<file path="src/rtl/vga_frame_sequencer_if.sv">
// Shared image-ROM read port and VGA adapter write port driven by vga_frame_sequencer.
interface vga_frame_sequencer_if;
    logic [16:0] addr;
    logic [1:0]  layer;
    logic [3:0]  digit;
    logic [2:0]  rom_color;
    logic [8:0]  x;
    logic [7:0]  y;
    logic [2:0]  color;
    logic        write_en;

    modport master (
        output addr, layer, digit, x, y, color, write_en,
        input  rom_color
    );
    modport slave (
        input  addr, layer, digit, x, y, color, write_en,
        output rom_color
    );
endinterface

</file>
<file path="src/rtl/vga_frame_sequencer.sv">
// Per-frame draw scheduler: background raster, then score digits or a cursor sprite.
// Define VGA_CURSOR_EN to build the cursor pass; otherwise screens 0-2 end after the background.
module vga_frame_sequencer #(
    parameter int unsigned ScrW = 320,
    parameter int unsigned ScrH = 240
) (
    input  logic                  clk,
    input  logic                  iReset,
    input  logic                  vsync_i,
    input  logic [1:0]            screen_i,
    input  logic [15:0]           score_i,
    input  logic [8:0]            cur_x_i,
    input  logic [7:0]            cur_y_i,
    output logic                  busy_o,
    output logic                  frame_done_o,
    vga_frame_sequencer_if.master vga
);
    localparam logic [16:0] BgLast = 17'(ScrW * ScrH - 1);
    localparam logic [8:0]  XLast  = 9'(ScrW - 1);
    localparam logic [8:0]  DigX0  = 9'd128;
    localparam logic [7:0]  DigY0  = 8'd112;
    localparam logic [2:0]  Transp = 3'b000;

    typedef enum logic [2:0] {StIdle, StBg, StDig, StCur, StDone} state_e;

    state_e      state_q, state_d;
    logic        vsync_prev_q, start;
    logic [1:0]  screen_q;
    logic [15:0] score_q;
    // Stage 0: the address on the ROM port and the pixel it belongs to.
    logic [16:0] addr_q, addr_d;
    logic [1:0]  layer_q, layer_d;
    logic [3:0]  digit_q, digit_d;
    logic [8:0]  px_q, px_d;
    logic [7:0]  py_q, py_d;
    logic        valid_q, valid_d;
    logic [3:0]  col_q, col_d, row_q, row_d;
    logic [1:0]  dig_q, dig_d;
    logic [2:0]  first_dig, next_dig;
    // Stage 1: adapter write, aligned with the ROM data.
    logic [8:0]  x_q;
    logic [7:0]  y_q;
    logic [2:0]  color_q;
    logic        we_q;
`ifdef VGA_CURSOR_EN
    logic [8:0]  cur_x_q;
    logic [7:0]  cur_y_q;
    logic [9:0]  cx_sum;
    logic [8:0]  cy_sum;
`else
    logic        unused_cur;
    assign unused_cur = ^{cur_x_i, cur_y_i};
`endif

    function automatic logic [3:0] nib(input logic [15:0] s, input logic [1:0] k);
        logic [3:0] r;
        unique case (k)
            2'd0:    r = s[15:12];
            2'd1:    r = s[11:8];
            2'd2:    r = s[7:4];
            default: r = s[3:0];
        endcase
        return r;
    endfunction

    // Lowest drawable digit index >= start; 4 means none left.
    function automatic logic [2:0] find_dig(input logic [15:0] s, input logic [2:0] start);
        logic [2:0] res;
        res = 3'd4;
        for (int k = 3; k >= 0; k--) begin
            if (3'(k) >= start && nib(s, 2'(k)) <= 4'd9) res = 3'(k);
        end
        return res;
    endfunction

    assign start = (state_q == StIdle) && vsync_prev_q && !vsync_i;

    always_comb begin
        state_d   = state_q;
        addr_d    = addr_q;
        layer_d   = layer_q;
        digit_d   = digit_q;
        px_d      = px_q;
        py_d      = py_q;
        valid_d   = 1'b0;
        col_d     = col_q;
        row_d     = row_q;
        dig_d     = dig_q;
        first_dig = find_dig(score_q, 3'd0);
        next_dig  = find_dig(score_q, {1'b0, dig_q} + 3'd1);
`ifdef VGA_CURSOR_EN
        cx_sum    = '0;
        cy_sum    = '0;
`endif
        case (state_q)
            StIdle: begin
                if (start) begin
                    state_d = StBg;
                    addr_d  = '0;
                    layer_d = 2'd0;
                    px_d    = '0;
                    py_d    = '0;
                    valid_d = 1'b1;
                end
            end
            StBg: begin
                if (addr_q == BgLast) begin
                    col_d = '0;
                    row_d = '0;
                    if (screen_q == 2'd3) begin
                        if (first_dig[2]) state_d = StDone;
                        else begin
                            state_d = StDig;
                            dig_d   = first_dig[1:0];
                        end
                    end else begin
`ifdef VGA_CURSOR_EN
                        state_d = StCur;
`else
                        state_d = StDone;
`endif
                    end
                end else begin
                    addr_d  = addr_q + 17'd1;
                    valid_d = 1'b1;
                    if (px_q == XLast) begin
                        px_d = '0;
                        py_d = py_q + 8'd1;
                    end else begin
                        px_d = px_q + 9'd1;
                    end
                end
            end
            StDig: begin
                col_d = col_q + 4'd1;
                if (col_q == 4'hf) begin
                    row_d = row_q + 4'd1;
                    if (row_q == 4'hf) begin
                        if (next_dig[2]) state_d = StDone;
                        else dig_d = next_dig[1:0];
                    end
                end
            end
            StCur: begin
                col_d = col_q + 4'd1;
                if (col_q[2:0] == 3'd7) begin
                    col_d = '0;
                    row_d = row_q + 4'd1;
                    if (row_q[2:0] == 3'd7) state_d = StDone;
                end
            end
            StDone:  state_d = StIdle;
            default: state_d = StIdle;
        endcase

        // Sprite passes derive address and pixel from the counters just chosen.
        if (state_d == StDig) begin
            layer_d = 2'd1;
            digit_d = nib(score_q, dig_d);
            addr_d  = {9'd0, row_d, col_d};
            px_d    = DigX0 + {3'b000, dig_d, 4'b0000} + {5'd0, col_d};
            py_d    = DigY0 + {4'd0, row_d};
            valid_d = 1'b1;
        end
`ifdef VGA_CURSOR_EN
        if (state_d == StCur) begin
            layer_d = 2'd2;
            addr_d  = {11'd0, row_d[2:0], col_d[2:0]};
            cx_sum  = {1'b0, cur_x_q} + {7'd0, col_d[2:0]};
            cy_sum  = {1'b0, cur_y_q} + {6'd0, row_d[2:0]};
            px_d    = cx_sum[8:0];
            py_d    = cy_sum[7:0];
            valid_d = (cx_sum < 10'(ScrW)) && (cy_sum < 9'(ScrH));
        end
`endif
    end

    always_ff @(posedge clk) begin
        if (iReset) begin
            state_q      <= StIdle;
            vsync_prev_q <= 1'b1;
            screen_q     <= '0;
            score_q      <= '0;
            addr_q       <= '0;
            layer_q      <= '0;
            digit_q      <= '0;
            px_q         <= '0;
            py_q         <= '0;
            valid_q      <= 1'b0;
            col_q        <= '0;
            row_q        <= '0;
            dig_q        <= '0;
            x_q          <= '0;
            y_q          <= '0;
            color_q      <= '0;
            we_q         <= 1'b0;
`ifdef VGA_CURSOR_EN
            cur_x_q      <= '0;
            cur_y_q      <= '0;
`endif
        end else begin
            state_q      <= state_d;
            vsync_prev_q <= vsync_i;
            if (start) begin
                screen_q <= screen_i;
                score_q  <= score_i;
`ifdef VGA_CURSOR_EN
                cur_x_q  <= cur_x_i;
                cur_y_q  <= cur_y_i;
`endif
            end
            addr_q  <= addr_d;
            layer_q <= layer_d;
            digit_q <= digit_d;
            px_q    <= px_d;
            py_q    <= py_d;
            valid_q <= valid_d;
            col_q   <= col_d;
            row_q   <= row_d;
            dig_q   <= dig_d;
            x_q     <= px_q;
            y_q     <= py_q;
            color_q <= vga.rom_color;
            we_q    <= valid_q && !(layer_q != 2'd0 && vga.rom_color == Transp);
        end
    end

    assign vga.addr     = addr_q;
    assign vga.layer    = layer_q;
    assign vga.digit    = digit_q;
    assign vga.x        = x_q;
    assign vga.y        = y_q;
    assign vga.color    = color_q;
    assign vga.write_en = we_q;
    assign busy_o       = (state_q != StIdle);
    assign frame_done_o = (state_q == StDone);
endmodule
</file>
<file path="src/flat_wrapper.sv">
// flat-port wrapper written by rule: the top's interface ports become plain ports
module vga_frame_sequencer_flat 
#(
    parameter int unsigned ScrW = 320,
    parameter int unsigned ScrH = 240
)
  (clk, iReset, vsync_i, screen_i, score_i, cur_x_i, cur_y_i, busy_o, frame_done_o, vga_addr, vga_layer, vga_digit, vga_x, vga_y, vga_color, vga_write_en, vga_rom_color);
  vga_frame_sequencer_if vga_i ();
  input  logic clk;
  input  logic iReset;
  input  logic vsync_i;
  input  logic [1:0] screen_i;
  input  logic [15:0] score_i;
  input  logic [8:0] cur_x_i;
  input  logic [7:0] cur_y_i;
  output logic busy_o;
  output logic frame_done_o;
  output wire logic [$bits(vga_i.addr)-1:0] vga_addr;
  output wire logic [$bits(vga_i.layer)-1:0] vga_layer;
  output wire logic [$bits(vga_i.digit)-1:0] vga_digit;
  output wire logic [$bits(vga_i.x)-1:0] vga_x;
  output wire logic [$bits(vga_i.y)-1:0] vga_y;
  output wire logic [$bits(vga_i.color)-1:0] vga_color;
  output wire logic [$bits(vga_i.write_en)-1:0] vga_write_en;
  input wire logic [$bits(vga_i.rom_color)-1:0] vga_rom_color;
  assign vga_addr = vga_i.addr;
  assign vga_layer = vga_i.layer;
  assign vga_digit = vga_i.digit;
  assign vga_x = vga_i.x;
  assign vga_y = vga_i.y;
  assign vga_color = vga_i.color;
  assign vga_write_en = vga_i.write_en;
  assign vga_i.rom_color = vga_rom_color;
  vga_frame_sequencer #(.ScrW(ScrW), .ScrH(ScrH)) u_core (.clk(clk), .iReset(iReset), .vsync_i(vsync_i), .screen_i(screen_i), .score_i(score_i), .cur_x_i(cur_x_i), .cur_y_i(cur_y_i), .busy_o(busy_o), .frame_done_o(frame_done_o), .vga(vga_i));
endmodule
</file>
<file path="config.mk">
export PLATFORM = sky130hd
export DESIGN_NAME = vga_frame_sequencer_flat
export DESIGN_NICKNAME = d
export VERILOG_FILES = /design/src/rtl/vga_frame_sequencer_if.sv /design/src/rtl/vga_frame_sequencer.sv /design/src/flat_wrapper.sv
export SDC_FILE = /design/constraint.sdc
export NUM_CORES = 1
export LEC_CHECK = 0
export ABC_AREA = 1
export CELL_PAD_IN_SITES_DETAIL_PLACEMENT = 1
export CELL_PAD_IN_SITES_GLOBAL_PLACEMENT = 2
export CORE_ASPECT_RATIO = 1.1
export CORE_MARGIN = 2
export CORE_UTILIZATION = 30
export DETAILED_ROUTE_END_ITERATION = 8
export PLACE_DENSITY_LB_ADDON = 0.25
export SYNTH_ARGS = -nofsm -noshare
export SYNTH_HDL_FRONTEND = slang
export SYNTH_SLANG_ARGS = --single-unit
</file>
<file path="constraint.sdc">
create_clock -name clk -period 5.4 [get_ports clk]
set_input_delay 1.08 -clock clk [delete_from_list [all_inputs] [get_ports clk]]
set_output_delay 1.08 -clock clk [all_outputs]
set_load 0.05 [all_outputs]
</file>
==> summary.md <==
| Metric | Value |
|---|---|
| Resized cells post-CTS | 0 |
| Core area | 14,900 um2 |
| Synth top area cells | dfxtp_1, nand2_1, nor2_1 |
| Syn Std Cell Area | 4560 um2 |
| Clk Latency, worst-skew pair | 0.35 ns |
| Sequential power share | 0.453 |
| Worst Path Max Fanout | 28 |
| Total inserted antenna cells | 0 |
| Setup CP Type | input port to register |
| Avg Cell Area, Syn | 6.77 um2 |
| Net count reported at finish | 786 |
| Crit path required time | 5.62 ns |
| Worst hold path depth | 2 |
| Buffers added on ports | 68 |
| Power density over cell area | 279 nW/um2 |
| Total via count after detailed routing | 4,370 |
| Setup crit start kind | input port |
| H-tree Lvls | 3 |
| Post-CTS setup-driven buffer insertion count | 0 |
| Portion of the post-synthesis area used by sequential elements | 0.408 |
| FILL cells | 1,925 |
| Min Hold Slack | 0.429 ns |
| Post-DRT Antenna Nets | 0 |
| Clock skew after layout | 0.00751 ns |
| Sum of negative setup slack | 0 ns |
| Final Max Tran Viols | 0 |
| Library cell with the largest summed area after synthesis | dfxtp_1 |
| First drt pass iteration count | 4 |
| Number of design-rule violations left by the first detailed-router iteration | 164 |
| CTS Hold Buffers Added | 0 |
| Die span in y | 133 um |
| Commonest register cell after synthesis | dfxtp_1 |
| Initial Util | 0.305 |
| Register clock-pin slew on the reported worst setup and hold paths | 0.07 ns |
| List of most frequent post-synthesis cells | nand2_1, nor2_1, dfxtp_1, inv_1, nand3_1 |
| Int Pwr | 0.00119 W |
| Result of the run | completed |
| Ratio of cells with drive above 1 in the final layout | 0.0619 |
| Gp weighted congestion | 0.837 |
| P&R area growth vs syn | 26.0% |
| Switching power of the nets | 0.000413 W |
| Post-Synthesis Net Count | 721 |
| Transition at the pin with the smallest max-transition slack | 0.650 ns |
| Warnings, synthesis | 0 |
| Bufs on Longest Clock Path | 2 |
| Maximum capacitance violations | 0 |
| Vias in the first global route | 4,576 |
| Synthesized instance count | 673 |
| Number of enable flip-flop cells after synthesis | 0 |
| Peak supply drop | 0.135 mV |
| Clock root buffer master | clkbuf_16 |
| Post-Route WL | 13,400 um |
| Initial antenna violation count | 0 |
| Floorplan die width | 122 um |
| Final period util | 0.629 |
| Hpwl dp | 10,000 um |
| Area taken by multi-input logic gates | 2240 um2 |
| Number of synthesized register bits | 93 |
| Switching share of power | 0.258 |
| CTS buffer count | 9 |
| Minimum clock period after layout | 3.40 ns |
| Unrepaired setup endpoints after global routing | no |
| Grt ovf | 0 |
| Distinct cell type count of the synthesized netlist | 40 |
| Leading cell type by number of instances after synthesis | nand2_1 |
| Nature of the critical path endpoint | register |
| Max-slew headroom at the worst pin | 0.566 |
| First-pass GRT wire length | 22,100 um |
| Worst min path class | register to register |
| TritonCTS clock tree | yes |
| Number of sinks on the clock net | 93 |
| Pin count of the biggest net entering global routing | 46 |
| Leak pwr | 2.53 nW |
| Die Footprint | 16,200 um2 |
| Count of final setup violators | 0 |
| Clock network fraction of design power | 0.436 |
| Area share of the leading cell type in the synthesized netlist | 0.408 |
| Area used by sequential logic in the layout | 1860 um2 |
| Final Hold Vio Count | 0 |
| Arrival @ worst endpoint | 3.62 ns |
| Asr flop ratio synth | 0 |
| Max Clock Freq | 0.294 GHz |
| DRC | 0 |
| Via count normalized by instance count | 4.65 |
| Number of I/O pins | 87 |
| Depth of the worst register-to-register path | 12 |
| Share of total power in combinational logic | 0.111 |
| Row Count | 47 |
| DR WL/cell | 14.3 um |
| Total GRT Usage | 0.172 |
## cells by family (layout without fill, tap and decap cells)
| logic type | count (synthesis) | after routing | synth area share |
|---|---|---|---|
| other | 1 | 1 | 0.000822 |
| DFF | 93 | 93 | 0.408 |
| and+or+nand+nor | 370 | 370 | 0.356 |
| AOI/OAI and AO/OA | 77 | 77 | 0.0889 |
| buffers and inverters | 111 | 181 | 0.0999 |
| xor gates and xnor gates | 14 | 14 | 0.0269 |
| adders and majority gates | 7 | 7 | 0.0192 |
## per-stage QoR
step	area (um2)	setup slack (ns)	instances	power, W	utilization
after floorplan	4560	2.90	673	0.000853	-
after global placement	5420	1.69	923	0.000917	0.363
after detailed placement	5420	1.62	923	0.000921	0.363
after CTS	5750	1.98	939	0.00163	0.385
after global routing	5750	1.78	939	0.00167	0.385
final	5750	2.00	939	0.00160	0.385
## per-layer routing
metal,up-vias,part of all wire,track usage
met5,-,0,0
met3,15,0.023,0.0240
met4,0,0.016,0.0568
met1,2045,0.46,0.211
met2,60,0.50,0.307
li1,2250,-,-
## path summary, 6_finish.rpt
kind,start,endpoint,slack [ns]
worst min-delay path,u_core.valid_q,u_core.vga.write_en,0.43
worst max-delay path,vsync_i,u_core.py_q[6],2.00
worst max register to register,u_core.vga.addr[1],u_core.py_q[6],2.28
worst min register to register,u_core.valid_q,u_core.vga.write_en,0.43
## state kept, by name (all words and copies together), names as in the netlist, 2 cells and up
signal and flops:
u_core.row_q 4, u_core.vga.x 9, u_core.vga.color 3, u_core.vga.addr 17, u_core.state_q 3, u_core.dig_q 2, u_core.py_q 8, u_core.px_q 9
u_core.screen_q 2, u_core.vga.y 8, u_core.col_q 4, u_core.score_q 16, u_core.vga.digit 4
## worst max-delay path, cell delays in order
cell and delay (ns):
clkdlybuf4s50_1 0.45, inv_1 0.05, nand4_2 0.08, buf_4 0.29, nand2_4 0.08, nor2_2 0.08
nand2_1 0.39, nand2_1 0.51, clkinv_1 0.33, a21oi_1 0.20, nor2_1 0.06
## cells in the final DEF (no fill, tap or decap), types with 7 or more instances in the layout
master	netlist	routed
nand2_1	149	149
nor2_1	115	115
dfxtp_1	93	93
inv_1	85	85
clkdlybuf4s50_1	0	68
nand3_1	59	59
o21ai_0	38	38
a21oi_1	27	27
nor3_1	14	14
xor2_1	12	12
clkbuf_16	0	9
nand4_1	7	7
ha_1	7	7
## cell type report
class | instances | share of cell area
clock buffers | 11 | 0.0422
clock inverters | 5 | 0.0142
well taps | 196 | 0.0427
multi-input cells | 469 | 0.390
inverters | 91 | 0.0603
flip-flops and latches | 93 | 0.324
repair buffers | 74 | 0.126
## power by group through the flow
stage / combinational [W] / clock (W) / sequential, W
finish: 0.000177 / 0.000699 / 0.000726
global route: 0.000198 / 0.000742 / 0.000729
CTS: 0.000180 / 0.000723 / 0.000726
detailed placement: 0.000179 / 0 / 0.000742
global placement: 0.000177 / 0 / 0.000740
floorplan: 0.0000964 / 0 / 0.000757
No activity file was read; power rests on OpenSTA's default activity.
